$ cat src/rtl/hex_disp_pkg.sv
// Shared types, segment encodings and helpers for the hex/decimal display controller.
package hex_disp_pkg;

  typedef logic [6:0] seg_t;

  localparam seg_t SEG_BLANK = 7'h7F;
  localparam seg_t SEG_DASH  = 7'h3F;

  typedef enum logic [1:0] {
    ST_IDLE = 2'd0,
    ST_CONV = 2'd1,
    ST_LOAD = 2'd2
  } state_t;

  // Active-low segment pattern, bit order {g,f,e,d,c,b,a}.
  function automatic seg_t seg_of(input logic [3:0] nib);
    seg_t code;
    case (nib)
      4'h0:    code = 7'h40;
      4'h1:    code = 7'h79;
      4'h2:    code = 7'h24;
      4'h3:    code = 7'h30;
      4'h4:    code = 7'h19;
      4'h5:    code = 7'h12;
      4'h6:    code = 7'h02;
      4'h7:    code = 7'h78;
      4'h8:    code = 7'h00;
      4'h9:    code = 7'h10;
      4'hA:    code = 7'h08;
      4'hB:    code = 7'h03;
      4'hC:    code = 7'h46;
      4'hD:    code = 7'h21;
      4'hE:    code = 7'h06;
      default: code = 7'h0E;
    endcase
    return code;
  endfunction

  function automatic longint unsigned pow10(input int n);
    longint unsigned p;
    p = 64'd1;
    for (int k = 0; k < n; k++) begin
      p = p * 64'd10;
    end
    return p;
  endfunction

endpackage

$ cat src/rtl/hex_display_ctrl_if.sv
// Value-transfer handshake between a data source and the display controller.
interface hex_display_ctrl_if #(
  parameter int DIGITS = 6
);

  logic [4*DIGITS-1:0] in_value;
  logic                in_valid;
  logic                in_ready;
  logic                mode_dec;

  modport master (
    output in_value,
    output in_valid,
    output mode_dec,
    input  in_ready
  );

  modport slave (
    input  in_value,
    input  in_valid,
    input  mode_dec,
    output in_ready
  );

endinterface

$ cat src/rtl/bin2bcd_seq.sv
// Sequential binary-to-BCD converter (shift-add-3), one input bit per clock.
// o_done is high during the final shift, so o_bcd is complete on the following cycle.
module bin2bcd_seq #(
  parameter int DIGITS = 6
) (
  input  logic                clk,
  input  logic                reset,
  input  logic                i_start,
  input  logic [4*DIGITS-1:0] i_bin,
  output logic                o_busy,
  output logic                o_done,
  output logic [4*DIGITS-1:0] o_bcd
);

  localparam int W  = 4 * DIGITS;
  localparam int CW = $clog2(W + 1);

  logic [W-1:0]  r_bin;
  logic [W-1:0]  r_bcd;
  logic [CW-1:0] r_cnt;
  logic          r_busy;
  logic [W-1:0]  w_adj;

  always_comb begin
    // NOTE: every always_comb output gets a default first so no path leaves it unassigned (no latch).
    w_adj = r_bcd;
    for (int d = 0; d < DIGITS; d++) begin
      if (r_bcd[4*d +: 4] >= 4'd5) begin
        w_adj[4*d +: 4] = r_bcd[4*d +: 4] + 4'd3;
      end
    end
  end

  assign o_done = r_busy && (r_cnt == CW'(W - 1));
  assign o_busy = r_busy;
  assign o_bcd  = r_bcd;

  // NOTE: clocked state uses non-blocking assignments so all registers update from pre-edge values.
  always_ff @(posedge clk or posedge reset) begin
    if (reset) begin
      r_bin  <= '0;
      r_bcd  <= '0;
      r_cnt  <= '0;
      r_busy <= 1'b0;
    end else if (i_start) begin
      r_bin  <= i_bin;
      r_bcd  <= '0;
      r_cnt  <= '0;
      r_busy <= 1'b1;
    end else if (r_busy) begin
      {r_bcd, r_bin} <= {w_adj[W-2:0], r_bin, 1'b0};
      r_cnt          <= r_cnt + CW'(1);
      if (o_done) begin
        r_busy <= 1'b0;
      end
    end
  end

endmodule

$ cat src/rtl/hex_display_ctrl.sv
// Multi-digit seven-segment controller: accepts a binary value, shows it in hex or
// decimal with leading-zero suppression, per-digit blanking, blinking and overflow dashes.
module hex_display_ctrl
  import hex_disp_pkg::*;
#(
  parameter int DIGITS    = 6,
  parameter int BLINK_DIV = 25_000_000
) (
  input  logic                 clk,
  input  logic                 reset,
  hex_display_ctrl_if.slave    bus,
  input  logic                 lz_en,
  input  logic                 blink_en,
  input  logic [DIGITS-1:0]    blank_mask,
  output logic [7*DIGITS-1:0]  seg,
  output logic                 ovf
);

  localparam int              W       = 4 * DIGITS;
  localparam longint unsigned MAX_DEC = pow10(DIGITS) - 64'd1;
  localparam int              BCW     = (BLINK_DIV > 1) ? $clog2(BLINK_DIV) : 1;

  state_t r_state;
  state_t w_next;

  logic          w_ready;
  logic          w_accept;
  logic          w_conv_start;
  logic          w_commit;
  logic          w_conv_busy;
  logic          w_conv_done;
  logic [W-1:0]  w_bcd;

  logic [W-1:0]  r_pend;
  logic          r_mode;
  logic          r_ovf_pend;

  logic [W-1:0]  r_disp;
  logic          r_disp_ovf;
  logic          r_disp_vld;

  logic [BCW-1:0]      r_blink_cnt;
  logic                r_phase;
  int                  w_msd;
  logic [7*DIGITS-1:0] w_seg;
  logic [7*DIGITS-1:0] r_seg;

  assign w_accept     = bus.in_valid && w_ready;
  assign bus.in_ready = w_ready;

  bin2bcd_seq #(.DIGITS(DIGITS)) u_bin2bcd (
    .clk     (clk),
    .reset   (reset),
    .i_start (w_conv_start),
    .i_bin   (bus.in_value),
    .o_busy  (w_conv_busy),
    .o_done  (w_conv_done),
    .o_bcd   (w_bcd)
  );

  always_ff @(posedge clk or posedge reset) begin
    if (reset) begin
      r_state <= ST_IDLE;
    end else begin
      r_state <= w_next;
    end
  end

  always_comb begin
    w_next = r_state;
    case (r_state)
      ST_IDLE: if (w_accept) w_next = bus.mode_dec ? ST_CONV : ST_LOAD;
      // Falling out on an idle converter keeps the FSM from ever stalling in CONV.
      ST_CONV: if (w_conv_done || !w_conv_busy) w_next = ST_LOAD;
      ST_LOAD: w_next = ST_IDLE;
      default: w_next = ST_IDLE;
    endcase
  end

  always_comb begin
    w_ready      = 1'b0;
    w_conv_start = 1'b0;
    w_commit     = 1'b0;
    case (r_state)
      ST_IDLE: begin
        w_ready      = 1'b1;
        w_conv_start = bus.in_valid && bus.mode_dec;
      end
      ST_LOAD: w_commit = 1'b1;
      default: ;
    endcase
  end

  // Overflow is decided at accept; the conversion still runs so decimal latency is fixed.
  always_ff @(posedge clk or posedge reset) begin
    if (reset) begin
      r_pend     <= '0;
      r_mode     <= 1'b0;
      r_ovf_pend <= 1'b0;
    end else if (w_accept) begin
      r_pend     <= bus.in_value;
      r_mode     <= bus.mode_dec;
      r_ovf_pend <= bus.mode_dec && (64'(bus.in_value) > MAX_DEC);
    end
  end

  // r_disp_vld keeps the display dark after reset until a value has actually been committed.
  always_ff @(posedge clk or posedge reset) begin
    if (reset) begin
      r_disp     <= '0;
      r_disp_ovf <= 1'b0;
      r_disp_vld <= 1'b0;
    end else if (w_commit) begin
      r_disp     <= r_mode ? w_bcd : r_pend;
      r_disp_ovf <= r_ovf_pend;
      r_disp_vld <= 1'b1;
    end
  end

  always_ff @(posedge clk or posedge reset) begin
    if (reset) begin
      r_blink_cnt <= '0;
      r_phase     <= 1'b0;
    end else if (r_blink_cnt == BCW'(BLINK_DIV - 1)) begin
      r_blink_cnt <= '0;
      r_phase     <= ~r_phase;
    end else begin
      r_blink_cnt <= r_blink_cnt + BCW'(1);
    end
  end

  always_comb begin
    w_msd = 0;
    for (int i = 1; i < DIGITS; i++) begin
      if (r_disp[4*i +: 4] != 4'd0) begin
        w_msd = i;
      end
    end
  end

  always_comb begin
    w_seg = {DIGITS{SEG_BLANK}};
    for (int i = 0; i < DIGITS; i++) begin
      if (!r_disp_vld || (blink_en && r_phase) || blank_mask[i]) begin
        w_seg[7*i +: 7] = SEG_BLANK;
      end else if (r_disp_ovf) begin
        w_seg[7*i +: 7] = SEG_DASH;
      end else if (lz_en && (i > w_msd)) begin
        w_seg[7*i +: 7] = SEG_BLANK;
      end else begin
        w_seg[7*i +: 7] = seg_of(r_disp[4*i +: 4]);
      end
    end
  end

  always_ff @(posedge clk or posedge reset) begin
    if (reset) begin
      r_seg <= {DIGITS{SEG_BLANK}};
    end else begin
      r_seg <= w_seg;
    end
  end

  assign seg = r_seg;
  assign ovf = r_disp_ovf;

endmodule

$ cat src/flat_wrapper.sv
// flat-port wrapper written by rule: the top's interface ports become plain ports
module hex_display_ctrl_flat import hex_disp_pkg::*;
#(
  parameter int DIGITS    = 6,
  parameter int BLINK_DIV = 25_000_000
)
  (clk, reset, lz_en, blink_en, blank_mask, seg, ovf, bus_in_value, bus_in_valid, bus_mode_dec, bus_in_ready);
  hex_display_ctrl_if #(.DIGITS(DIGITS)) bus_i ();
  input  logic clk;
  input  logic reset;
  input  logic lz_en;
  input  logic blink_en;
  input  logic [DIGITS-1:0] blank_mask;
  output logic [7*DIGITS-1:0] seg;
  output logic ovf;
  input wire logic [$bits(bus_i.in_value)-1:0] bus_in_value;
  input wire logic [$bits(bus_i.in_valid)-1:0] bus_in_valid;
  input wire logic [$bits(bus_i.mode_dec)-1:0] bus_mode_dec;
  output wire logic [$bits(bus_i.in_ready)-1:0] bus_in_ready;
  assign bus_i.in_value = bus_in_value;
  assign bus_i.in_valid = bus_in_valid;
  assign bus_i.mode_dec = bus_mode_dec;
  assign bus_in_ready = bus_i.in_ready;
  hex_display_ctrl #(.DIGITS(DIGITS), .BLINK_DIV(BLINK_DIV)) u_core (.clk(clk), .reset(reset), .bus(bus_i), .lz_en(lz_en), .blink_en(blink_en), .blank_mask(blank_mask), .seg(seg), .ovf(ovf));
endmodule
$ cat config.mk
export PLATFORM = sky130hd
export DESIGN_NAME = hex_display_ctrl_flat
export DESIGN_NICKNAME = d
export VERILOG_FILES = /design/src/rtl/hex_disp_pkg.sv /design/src/rtl/hex_display_ctrl_if.sv /design/src/rtl/bin2bcd_seq.sv /design/src/rtl/hex_display_ctrl.sv /design/src/flat_wrapper.sv
export SDC_FILE = /design/constraint.sdc
export NUM_CORES = 1
export LEC_CHECK = 0
export CAP_MARGIN = 0
export CORE_MARGIN = 1
export CORE_UTILIZATION = 30
export DETAILED_ROUTE_END_ITERATION = 7
export PLACE_DENSITY_LB_ADDON = 0.05
export RECOVER_POWER = 100
export SETUP_SLACK_MARGIN = 0.4
export SLEW_MARGIN = 10
export SYNTH_ARGS = -nofsm -noshare
export SYNTH_HDL_FRONTEND = slang
export SYNTH_SLANG_ARGS = --single-unit
$ cat constraint.sdc
create_clock -name clk -period 14.4 [get_ports clk]
set_input_delay 2.16 -clock clk [delete_from_list [all_inputs] [get_ports clk]]
set_output_delay 2.16 -clock clk [all_outputs]
set_load 0.01 [all_outputs]
==> impl_results.md, run 1 <==
* F_max at 162 MHz
* Post-cts sizing count at 0
* Slew @ Worst Pin at 4800 ps
* Status: complete, but fails checks
* P per Cell Area at 208 nW/um2
* Clock skew at 11.3 ps
* Clk pwr share at 0.225
* Slowest stage delay, CP at 2700 ps
* Syn Area/Cell at 9.64 um2
* Seq/Total Area, Yosys at 0.493
* Sw frac at 0.375
* Die footprint at roughly 31000 um2
* Synthesized area at 9030 um2
* Max IR drop VDD at 103 uV
* Critical path startpoint category: primary input
* Sequential Power Share at 0.415
* # Max-Cap Violations at 4
* Stages on the worst setup path at 3
* Critical setup path kind: in -> async
* Core area at 29600 um2
* Mapped Cells at 937
* Met2 Use GR at 0.196
* Setup TNS at 0 ps
* Max Slew Vio Count at 224
* DRC Markers at 0
* RePlAce Congestion at around 0.73
* Largest net degree at the start of global routing at between 100 and 150
* Hold buffer count at cts at 0
* Setup crit end kind: async pin
* Clk root buf: clkbuf_16
* Fill cells at 3083
* Critical-path top delay cell: clkinvlp_2
* Post-synth cell types at 53
* P_sw at 0.000838 W
* Drt first pass iters at 4
* RSZ-0062 raised after global routing: false
* Met1 usage at 0.216
* Synth Flop Type: dfrtp_1
* Relative slew slack at -2.22
* Inst Count DP at 1365
* Combinational share of power at 0.360
* Die height at around 180 um
* Buf/Inv on CP at 3
* Final Cycle Share at 0.427
* Total number of vias at 6444
* Routing usage on met3 at 0.0288
* Final Hold Viols at 0
* Antenna Cells at 0
* Vias in the first global route at between 6k and 7k
* Area leader, netlist: dfrtp_1
* Post-CTS Setup Bufs at 0
* Input/output buffers at 79
* Inserted Clock Buffers at 17
* Hold Crit Class: reg -> reg
* Die W at 176 um
* Post-synth EDFFs at 0
* Top-count cell post-synth: nand2_1
* Post-synth top cells: nand2_1 (181), dfrtp_1 (134), o21ai_0 (80)
* Tmin final at ~6200 ps
* Layout cell share with drive strength beyond 1 at 0.0874
* Multi-input logic area at around 4200 um2
* Post-synth top area share at 0.371
* Initial antenna violation count at 0
* Clk slew on worst S/H paths at 60 ps
* Final WL at 20.4 mm
* P_leak at 4.78 nW
* Placed wire-length estimate at 14.0 mm
* IO Count at 80
* CTS tree: built
* Final setup violation count at 0
* Final hold slack at between 400 and 500 ps
* Gr busiest metal: met1
* Final Core Density at 0.363
* DR vias/cell at ~4.6
* R2R depth at 5
* Syn_nets at 1022
* Final Power at 0.00224 W
* First-pass GRT wire length at 34.5 mm
* Ranking of synthesized cells by area: dfrtp_1 (37%), dfstp_2 (12%), mux2i_1 (7.5%), nand2_1 (7.5%), ha_1 (6.8%)
* Gr ovfl total at 0
* Critical path arrival at 6520 ps
* Internal at between 0.001 and 0.0015 W
* GRT Overall Usage at 0.140
* Crit Path Max Fanout at 107
* Flops & latches, synth at 176
* H-Tree Depth at 4
* Min-Delay Path Depth at 1
* Delay-heaviest family, CP: buffers and inverters
* Nets at ~1.1k
* CTS max path bufs at 2
* Area grow syn2layout at 19.3%
* Antenna Nets Post-Route at 0
* Iter 0 DRT Violations at 290
* Clock sink count at roughly 180
* Initial Utilization at 0.305
* Post-DR wirelength/cell at 14.6 um
* Synthesis Warnings at 0
* Worst path required time at 14770 ps
* # rows at 63
* Final non-filler cell total at 1397
* Worst-path cell chain: dlygate4sd3_1 > clkinvlp_2 > buf_4
* Worst skew pair latency at roughly 430 ps
* Post-synth ARST share at 1.00
* Register area at 4460 um2
* Violated checks: capacitance limit, slew limit
[worst reg2reg max path, stage by stage (launching register included)]
cell      delay (ps)
dfrtp_1          410
nand4_1          160
or4b_2           630
nor4_1          2050
nand3b_1         250
o21ai_0           80
[registers in the layout, summed over array words and instances, names as in the netlist]
| register | cells |
|---|---|
| u_core.r_blink_cnt | 25 |
| u_core.r_ovf_pend | 1 |
| u_core.r_disp | 24 |
| u_core.u_bin2bcd.r_cnt | 5 |
| u_core.r_phase | 1 |
| u_core.ovf | 1 |
| u_core.u_bin2bcd.o_bcd | 24 |
| u_core.r_pend | 24 |
| u_core.r_state | 2 |
| u_core.r_disp_vld | 1 |
| u_core.u_bin2bcd.r_bin | 24 |
| u_core.r_mode | 1 |
| u_core.u_bin2bcd.o_busy | 1 |
| u_core.seg | 42 |
[cells in the final DEF (no fill, tap or decap), drive strengths merged, types with 11 or more instances in the layout]
cell type,count
a21oi,29
clkbuf,21
clkdlybuf4s50,30
dfrtp,134
dfstp,42
dlygate4sd3,49
ha,49
inv,35
mux2i,68
nand2,181
nand2b,18
nand3,28
nand4,11
nor2,75
o211ai,21
o21ai,81
o311ai,12
xnor2,17
xor2,16
[final timing paths]
path / from / to / slack, ps
max: reset / u_core.r_mode / 8240
min: u_core.r_phase / u_core.r_phase / 470
max reg2reg: u_core.r_blink_cnt[21] / u_core.r_blink_cnt[19] / 10690
min reg2reg: u_core.r_phase / u_core.r_phase / 470
max in group clk: bus_in_valid / u_core.u_bin2bcd.r_bin[21] / 9240
min in group asynchronous: reset / u_core.r_blink_cnt[23] / 3660
[kinds of logic after synthesis]
family,count (synthesis),synth area share
adders and majority gates,49,0.0679
and+or+nand+nor,362,0.182
buffers and inverters,79,0.0339
muxes,70,0.0779
AOI/OAI and AO/OA,168,0.112
DFF,176,0.493
xor gates and xnor gates,33,0.0320
[layer usage]
layer | vias to the layer above | share of wire
li1 | 3318 | -
met1 | 3033 | 0.56
met2 | 81 | 0.40
met3 | 12 | 0.029
met4 | 0 | 0.0093
met5 | - | 0
[layout make-up]
class | instances | area share
Clock buffer | 20 | 0.0424
Inverter | 35 | 0.0123
Timing Repair Buffer | 82 | 0.0752
Multi-Input combinational cell | 682 | 0.394
Sequential cell | 176 | 0.414
Tap cell | 390 | 0.0453
Clock inverter | 12 | 0.0170
[power by group through the flow]
stage               clock network, W  logic [W]  registers, W
floorplan                          0   0.000621      0.000857
global placement                   0   0.000835      0.000947
detailed placement                 0   0.000840      0.000943
CTS                         0.000524   0.000842      0.000934
global route                0.000542   0.000926      0.000966
finish                      0.000503   0.000805      0.000929
[through the flow]
step | worst slack [ps] | area [um2]
3_5_place_dp | 9840 | 10200
6_report | 8240 | 10800
3_3_place_gp | 9840 | 10200
5_1_grt | 7340 | 10800
4_1_cts | 10320 | 10800
2_1_floorplan | 7540 | 9030
Power figures use the tool's default switching activity.
==> run 2: changes to the inputs <==
==> constraint.sdc (replaced) <==
create_clock -name clk -period 5.9 [get_ports clk]
set_input_delay 0.885 -clock clk [delete_from_list [all_inputs] [get_ports clk]]
set_output_delay 0.885 -clock clk [all_outputs]
set_load 0.01 [all_outputs]
==> impl_results.md, run 2 (same netlist as run 1, synthesis figures left out) <==
* Initial Utilization at 0.305
* Status: complete, but fails checks
* Critical setup path kind: reg -> reg
* Most common cell after layout, fill and taps aside: nand2_1
* Clock sink count at 176
* Nets at 1079
* Crit Path Max Fanout at 17
* Critical-path top delay cell: nor4_1
* Antenna Nets Post-Route at 0
* Layout cell share with drive strength beyond 1 at 0.0854
* Largest net degree at the start of global routing at 172
* Final WL at 20.7 mm
* Fill cells at 3073
* Clk slew on worst S/H paths at ~80 ps
* CTS tree: built
* IO Count at 80
* Final setup violation count at 0
* Vias in the first global route at 6398
* Max FFs per register at 42
* Core area at 29600 um2
* Min-Delay Path Depth at 1
* DRC Markers at 0
* Slew @ Worst Pin at about 2900 ps
* Die height at 176 um
* Antenna Cells at 0
* Initial antenna violation count at 0
* Final Power at 0.00536 W
* Max Slew Vio Count at 107
* Worst skew pair latency at 440 ps
* P_leak at 4.75 nW
* Clk root buf: clkbuf_16
* Worst Setup Slack, final at 2160 ps
* CTS max path bufs at 2
* Final Cycle Share at 0.634
* Violated checks: capacitance limit, slew limit
* RSZ-0062 raised after global routing: false
* Die W at 176 um
* F_max at 267 MHz
* Tmin final at 3740 ps
* Clock skew at 14.5 ps
* H-Tree Depth at 4
* Most frequent cells in the layout: nand2_1 (181), dfrtp_1 (133), o21ai_0 (81)
* Max IR drop VDD at 209 uV
* # Max-Cap Violations at 3
* Hold buffer count at cts at 0
* Total number of vias at 6482
* Area grow syn2layout at 18.6%
* Relative slew slack at -0.937
* GRT Overall Usage at 0.141
* Iter 0 DRT Violations at approximately 380
* Drt first pass iters at 4
* Final Hold Viols at 0
* Setup crit end kind: flop
* Slowest stage delay, CP at 2210 ps
* Critical path arrival at 4060 ps
* Post-CTS Setup Bufs at 0
* Input/output buffers at 79
* First-pass GRT wire length at around 34 mm
* Post-DR wirelength/cell at 14.8 um
* Post-cts sizing count at 0
* Setup TNS at 0 ps
* Worst-path cell chain: nand4_1 > or4b_1 > nor4_1 > nand3b_1 > o21ai_0
* Worst path required time at 6220 ps
* R2R depth at 5
* Critical path startpoint category: flop
* RePlAce Congestion at 0.764
* # rows at between 60 and 70
* Gr ovfl total at 0
* DR vias/cell at between 4 and 5
* Die footprint at 30800 um2
* Inserted Clock Buffers at 17
* Pre-CTS setup slack at 2990 ps
* P per Cell Area at 500 nW/um2
* Placed wire-length estimate at 14.1 mm
* Hold Crit Class: reg -> reg
==> run 2: routing by layer <==
layer | share of wire | global-route usage | up-vias | routed length (um)
met5 | 0 | 0 | - | 0
met4 | 0.0098 | 0.0395 | 0 | 202
met3 | 0.029 | 0.0242 | 17 | 599
met2 | 0.41 | 0.203 | 97 | 8450
met1 | 0.55 | 0.213 | 3035 | 11400
li1 | - | - | 3333 | -
==> run 2: critical path: cells and delay by family, from the launching register on <==
family	cells	cell delay, ps
AOI/OAI and AO/OA	1	90
DFF	1	410
and+or+nand+nor	4	3120
==> run 2: where the power goes <==
part,switching (W),internal (W),total (W),leakage [nW]
Sequential,0.000514,0.00175,0.00226,2.15
Combinational,0.00105,0.000940,0.00199,2.33
Clock,0.000545,0.000561,0.00111,0.272
==> run 2: area by class of cell <==
cell class,instances,area [um2],area share
well taps,390,488,0.0456
clock buffers,17,425,0.0397
multi-input cells,682,4240,0.396
clock inverters,15,141,0.0132
flip-flops and latches,176,4460,0.416
inverters,35,133,0.0124
repair buffers,82,822,0.0768
==> run 2: through the flow <==
step	hold WS, ps	utilization	instance area, um2	std cells
2_1_floorplan	424	-	9030	937
3_3_place_gp	462	0.343	10200	1365
3_5_place_dp	473	0.343	10200	1365
4_1_cts	489	0.363	10700	1397
5_1_grt	501	0.361	10700	1397
6_report	482	0.361	10700	1397
==> run 2: path summary, 6_finish.rpt <==
check                                        from                    endpoint  slack [ps]
setup reg to reg           u_core.r_blink_cnt[21]      u_core.r_blink_cnt[19]        2160
hold reg to reg                 u_core.r_state[1]           u_core.r_state[1]         480
setup / recovery           u_core.r_blink_cnt[21]      u_core.r_blink_cnt[19]        2160
min in group asynchronous                   reset  u_core.u_bin2bcd.r_bin[16]         840
max in group asynchronous                   reset               u_core.r_mode        3820
hold / removal                  u_core.r_state[1]           u_core.r_state[1]         480
==> RTL edit 1, RTL diff (config.mk and constraints of run 2) <==
`BLINK_DIV` is set to 25_000_000 in 2 places; all go to 50_000_000.
--- a/src/rtl/hex_display_ctrl.sv
+++ b/src/rtl/hex_display_ctrl.sv
@@ -4,7 +4,7 @@
   import hex_disp_pkg::*;
 #(
   parameter int DIGITS    = 6,
-  parameter int BLINK_DIV = 25_000_000
+  parameter int BLINK_DIV = 50_000_000
 ) (
   input  logic                 clk,
   input  logic                 reset,
--- a/src/flat_wrapper.sv
+++ b/src/flat_wrapper.sv
@@ -2,7 +2,7 @@
 module hex_display_ctrl_flat import hex_disp_pkg::*;
 #(
   parameter int DIGITS    = 6,
-  parameter int BLINK_DIV = 25_000_000
+  parameter int BLINK_DIV = 50_000_000
 )
   (clk, reset, lz_en, blink_en, blank_mask, seg, ovf, bus_in_value, bus_in_valid, bus_mode_dec, bus_in_ready);
   hex_display_ctrl_if #(.DIGITS(DIGITS)) bus_i ();
Check against the original RTL: same outputs for any inputs over 4 cycles, from zero or initial values and one cycle with reset high; that may be too few to reach the edited logic, so the function may still have changed.
==> RTL edit 1 against run 2 <==
  * The run still ends with max-capacitance violations, max-slew violations left
  * Final area grew 1.2%
  * Sequential cell count is 1 higher
  * Wire length rose by 3.3%
  * Largest cell class unchanged
  * Power up 0.50%
  * Die area is 2.2% higher
  * Setup slack better by 0.34 ns
  * Combinational power rose by 4%
  * Highest routed layer unchanged
  * Area after synthesis is 2.3% higher
==> RTL edit 1: results (changes against run 2) <==
drive_above_1_share_pct: 9.03  # +0.49 points
power_frac_comb_pct: 38.4  # +1.3 points
grt_pass1_vias: 6603  # +3.2%
seqPwrFrac_pct: 41.1  # -1.1 points
yosys-top-cells-count: "nand2_1, dfrtp_1, o21ai_0, nor2_1, mux2i_1"
violations: "max-capacitance violations, max-slew violations"
p_leak_nw: 4.80  # +1.1%
worstPathArrival_ns: 3.58  # -0.48 ns
synthMuxAreaShare_pct: 7.89  # +0.099 points
synth_cell_types: 56  # +5.7%
cp_max_fo: 57  # +40
worst_pin_slew_ns: 1.96  # -0.920 ns
seq_area_um2: 4480  # +0.56%
maxSlewViolCount: 69  # -36%
peakVddDrop_mv: 0.239  # +14%
synthAdderAreaFrac_pct: 6.64  # -0.15 points
synth.net_count: 1033  # +1.1%
intPower_w: 0.00327  # +0.70%
place_ws_ns: 3.04  # +0.0551 ns
synth_cells: 948  # +1.2%
grt_max_degree: 66  # -62%
fillers: 3115  # +1.4%
status: "finished, violations left"
max-cap-violations: 3  # unchanged
stdcell_count: 1409  # +0.86%
grt_first_pass_wirelength_um: 36100  # +4.7%
avgViaCountPerCell: 4.65  # +0.20%
[RTL edit 1: cell types whose count changed in the layout (fill, tap and decap cells not counted), sizes merged, moves of 3 or more]
cell,run 2,this run
nand2,181,189
clkbuf,18,21
buf,2,5
and2,2,5
o21ai,81,78
a211o,3,0
and4,1,4
o21a,2,5
nor2,75,71
a211oi,6,9
xor2,16,13
nand3,28,19
[RTL edit 1: path summary, 6_finish.rpt]
check,slack [ns],cells past startpoint,end,start
setup / recovery,2.50,3,u_core.u_bin2bcd.o_busy,reset
min in group asynchronous,1.24,2,u_core.r_pend[13],reset
hold reg to reg,0.48,2,u_core.r_pend[22],u_core.r_pend[22]
hold / removal,0.48,2,u_core.r_pend[22],u_core.r_pend[22]
setup reg to reg,2.98,5,u_core.r_blink_cnt[19],u_core.r_blink_cnt[9]
max in group clk,2.98,5,u_core.r_blink_cnt[19],u_core.r_blink_cnt[9]
[RTL edit 1: logic make-up (layout without fill, tap and decap cells)]
family / Yosys count / after routing
simple gates: 368 / 368
fa+ha+maj: 49 / 49
compound gates: 170 / 170
mux: 72 / 72
xor+xnor: 32 / 32
flops: 177 / 177
buf+inv: 80 / 151
[RTL edit 1: area by class of cell]
type                    count  share of cell area (%)
inverters                  33                    1.15
multi-input cells         691                    40.1
clock inverters            13                    1.06
flip-flops and latches    177                    41.3
well taps                 390                    4.50
clock buffers              19                    4.08
repair buffers             86                    7.72
[RTL edit 1: metal layers]
layer	track usage (%)	vias up	wire length [um]
li1	-	3357	-
met1	22.7	3089	11900
met2	20.4	92	8620
met3	2.42	13	619
met4	4.06	0	180
met5	0	-	0
[RTL edit 1: worst max-delay path: stages]
cell	delay, ns
dlygate4sd3_1	0.54
clkinvlp_2	0.86
clkbuf_2	1.24
==> RTL edit 2, RTL diff (settings of run 2) <==
Made on the original files. Make the reset (`reset`) synchronous in 6 clocked blocks.
--- a/src/rtl/bin2bcd_seq.sv
+++ b/src/rtl/bin2bcd_seq.sv
@@ -36,7 +36,7 @@
   assign o_bcd  = r_bcd;
 
   // NOTE: clocked state uses non-blocking assignments so all registers update from pre-edge values.
-  always_ff @(posedge clk or posedge reset) begin
+  always_ff @(posedge clk) begin
     if (reset) begin
       r_bin  <= '0;
       r_bcd  <= '0;
--- a/src/rtl/hex_display_ctrl.sv
+++ b/src/rtl/hex_display_ctrl.sv
@@ -58,7 +58,7 @@
     .o_bcd   (w_bcd)
   );
 
-  always_ff @(posedge clk or posedge reset) begin
+  always_ff @(posedge clk) begin
     if (reset) begin
       r_state <= ST_IDLE;
     end else begin
@@ -92,7 +92,7 @@
   end
 
   // Overflow is decided at accept; the conversion still runs so decimal latency is fixed.
-  always_ff @(posedge clk or posedge reset) begin
+  always_ff @(posedge clk) begin
     if (reset) begin
       r_pend     <= '0;
       r_mode     <= 1'b0;
@@ -105,7 +105,7 @@
   end
 
   // r_disp_vld keeps the display dark after reset until a value has actually been committed.
-  always_ff @(posedge clk or posedge reset) begin
+  always_ff @(posedge clk) begin
     if (reset) begin
       r_disp     <= '0;
       r_disp_ovf <= 1'b0;
@@ -117,7 +117,7 @@
     end
   end
 
-  always_ff @(posedge clk or posedge reset) begin
+  always_ff @(posedge clk) begin
     if (reset) begin
       r_blink_cnt <= '0;
       r_phase     <= 1'b0;
@@ -153,7 +153,7 @@
     end
   end
 
-  always_ff @(posedge clk or posedge reset) begin
+  always_ff @(posedge clk) begin
     if (reset) begin
       r_seg <= {DIGITS{SEG_BLANK}};
     end else begin
Formal check against the unedited RTL: differs if reset is asserted again (counterexample within 4 cycles, from zero or initial values and one cycle with reset high); with reset held inactive, the same outputs for 4 cycles.
==> RTL edit 2 against run 2 <==
  * The run still ends with max-capacitance violations, max-slew violations left
  * Count of clock-buffer cells in the layout rose by 23
  * Wire length rose by 16%
  * Area after synthesis rose by 9.2%
  * Critical path depth rose by 1
  * Worst hold slack got worse by 0.078 ns
  * First-iteration DRC count rose by 3.9%
  * Setup slack got worse by 0.51 ns
  * Sequential cell count rose by 42
  * Final area rose by 11%
  * Critical path type is now input pin to register
  * Highest routed layer unchanged
Power is not compared: it rests on default switching activity, and its combinational part moved more than twofold at a synthesized area within 25%.
==> RTL edit 2: results (changes against run 2) <==
status: "finished, violations left"
violations: "max-capacitance violations, max-slew violations"
grt_first_pass_wirelength_um: 39700  # +15%
avgViaCountPerCell: 4.69  # +1.1%
cts_inserted_buffers: 26  # +9
clk_pin_slew_ns: 0.06  # -0.02 ns
seq_area_frac_synth_pct: 44.3  # -5.1 points
fin_ws_ns: 1.65  # -0.513 ns
holdPathStages: 1  # unchanged
worst_pin_slew_ns: 2.26  # -0.618 ns
worstHoldPathType: "register to register"
antenna_found_initial: 0  # unchanged
drive_above_1_share_pct: 9.11  # +0.57 points
critPathSlowestCell: "clkbuf_1"
crit_path_start: "reset"
synth.net_count: 1168  # +14%
maxSlewViolCount: 81  # -24%
p_leak_nw: 4.28
cts_buffer_depth: 3  # +1
portBuffers: 79  # unchanged
dr.pass1.iters: 4  # unchanged
wl_met1_um: 12400  # +8.5%
worstPathArrival_ns: 4.65  # +0.59 ns
h-tree-depth: 1  # -3
grt_pass1_vias: 7347  # +15%
grt_max_degree: 72  # -58%
place_congestion: 0.780  # +2.1%
rrSetupSlack_ns: 1.76  # -0.40 ns
n_antenna_cell: 0  # unchanged
yosys-top-cells-count: "dfxtp_1, nor2_1, nand2_1, a21oi_1, mux2i_1"
synth_cell_types: 53  # unchanged
max-cap-violations: 3  # unchanged
routed_wl_um: 24100  # +16%
clk_latency_ns: 0.52  # +0.08 ns
r2r_cells: 9  # +4
max_stage_delay_ns: 1.38  # -0.83 ns
synth_area_leaders: "dfxtp_1, mux2i_1, ha_1"
yosysWarnings: 0  # unchanged
cts.repair.resized: 0  # unchanged
ctsRootBufferMaster: "clkbuf_16"
place_ws_ns: 2.03  # -0.958 ns
finalSetupViolations: 0  # unchanged
fin_skew_ns: 0.00795  # -0.00659 ns
wl_met2_um: 10400  # +23%
wl_met3_um: 833  # +39%
hpwl_um: 16900  # +19%
peakVddDrop_mv: 0.242
highest_layer: "met4"
dr.first_iter.drc_count: 399  # +3.9%
post-cts-setup-buffers: 0  # unchanged
synth_flop_cell: "dfxtp_1"
async_flop_share_pct: 0  # -100 points
cp_max_fo: 42  # +25
fillers: 3308  # +7.6%
cp-end-kind: "register"
r2r_start: "u_core.r_state[1]"
gr-usage-all-layers_pct: 14.7  # +0.64 points
==> RTL edit 2: changes by cell type in the layout (fill, tap and decap cells not counted), sizes merged, moves of 42 or more <==
cell,run 2,this run
dfxtp,0,218
dfrtp,134,0
nand2,181,91
nor2,75,123
a21oi,29,75
dfstp,42,0
==> RTL edit 2: metal layers <==
layer	vias up	global-route usage, %
li1	3860	-
met2	115	23.0
met4	0	3.73
met1	3532	20.9
met5	-	0
met3	30	2.42
==> RTL edit 2: cell type report <==
cell class / count / share of cell area (%)
repair buffers: 87 / 7.01
clock buffers: 40 / 6.94
well taps: 442 / 4.65
flip-flops and latches: 218 / 36.7
multi-input cells: 764 / 42.2
clock inverters: 7 / 0.926
inverters: 48 / 1.52
==> RTL edit 2: cells by family (layout without fill, tap and decap cells) <==
kind of cell	Yosys count	after routing	share of synthesized area [%]
DFF	218	218	44.3
xor gates and xnor gates	39	39	3.46
adders and majority gates	50	50	6.35
muxes	96	96	10.1
AOI/OAI and AO/OA	214	214	13.4
and+or+nand+nor	365	365	17.8
buffers and inverters	100	182	4.63
==> RTL edit 2: worst min-delay path by stage <==
stage / slack, ns / endpoint
final: 0.40 / u_core.seg[3]
after global routing: 0.42 / u_core.seg[31]
after global placement: 0.39 / u_core.seg[16]
after CTS: 0.40 / u_core.seg[3]
after floorplan: 0.39 / u_core.seg[0]
after detailed placement: 0.39 / u_core.seg[3]
==> RTL edit 2: stage by stage <==
stage	cells	cell area [um2]
2_1_floorplan	1082	9860
3_3_place_gp	1559	11000
3_5_place_dp	1559	11000
4_1_cts	1606	11900
5_1_grt	1606	11900
6_report	1606	11900
==> RTL edit 2: power by group <==
group	internal, W	switching, W	total, W
registers	0.00153	0.0000311	0.00156
clock network	0.00108	0.000624	0.00171
logic	0.000119	0.000170	0.000289
==> RTL edit 2: worst max-delay path, delay by kind of cell <==
kind            cells  cell delay, ns
compound gates      2            0.72
fa+ha+maj           1            0.42
mux                 1            0.26
buf+inv             2            2.32
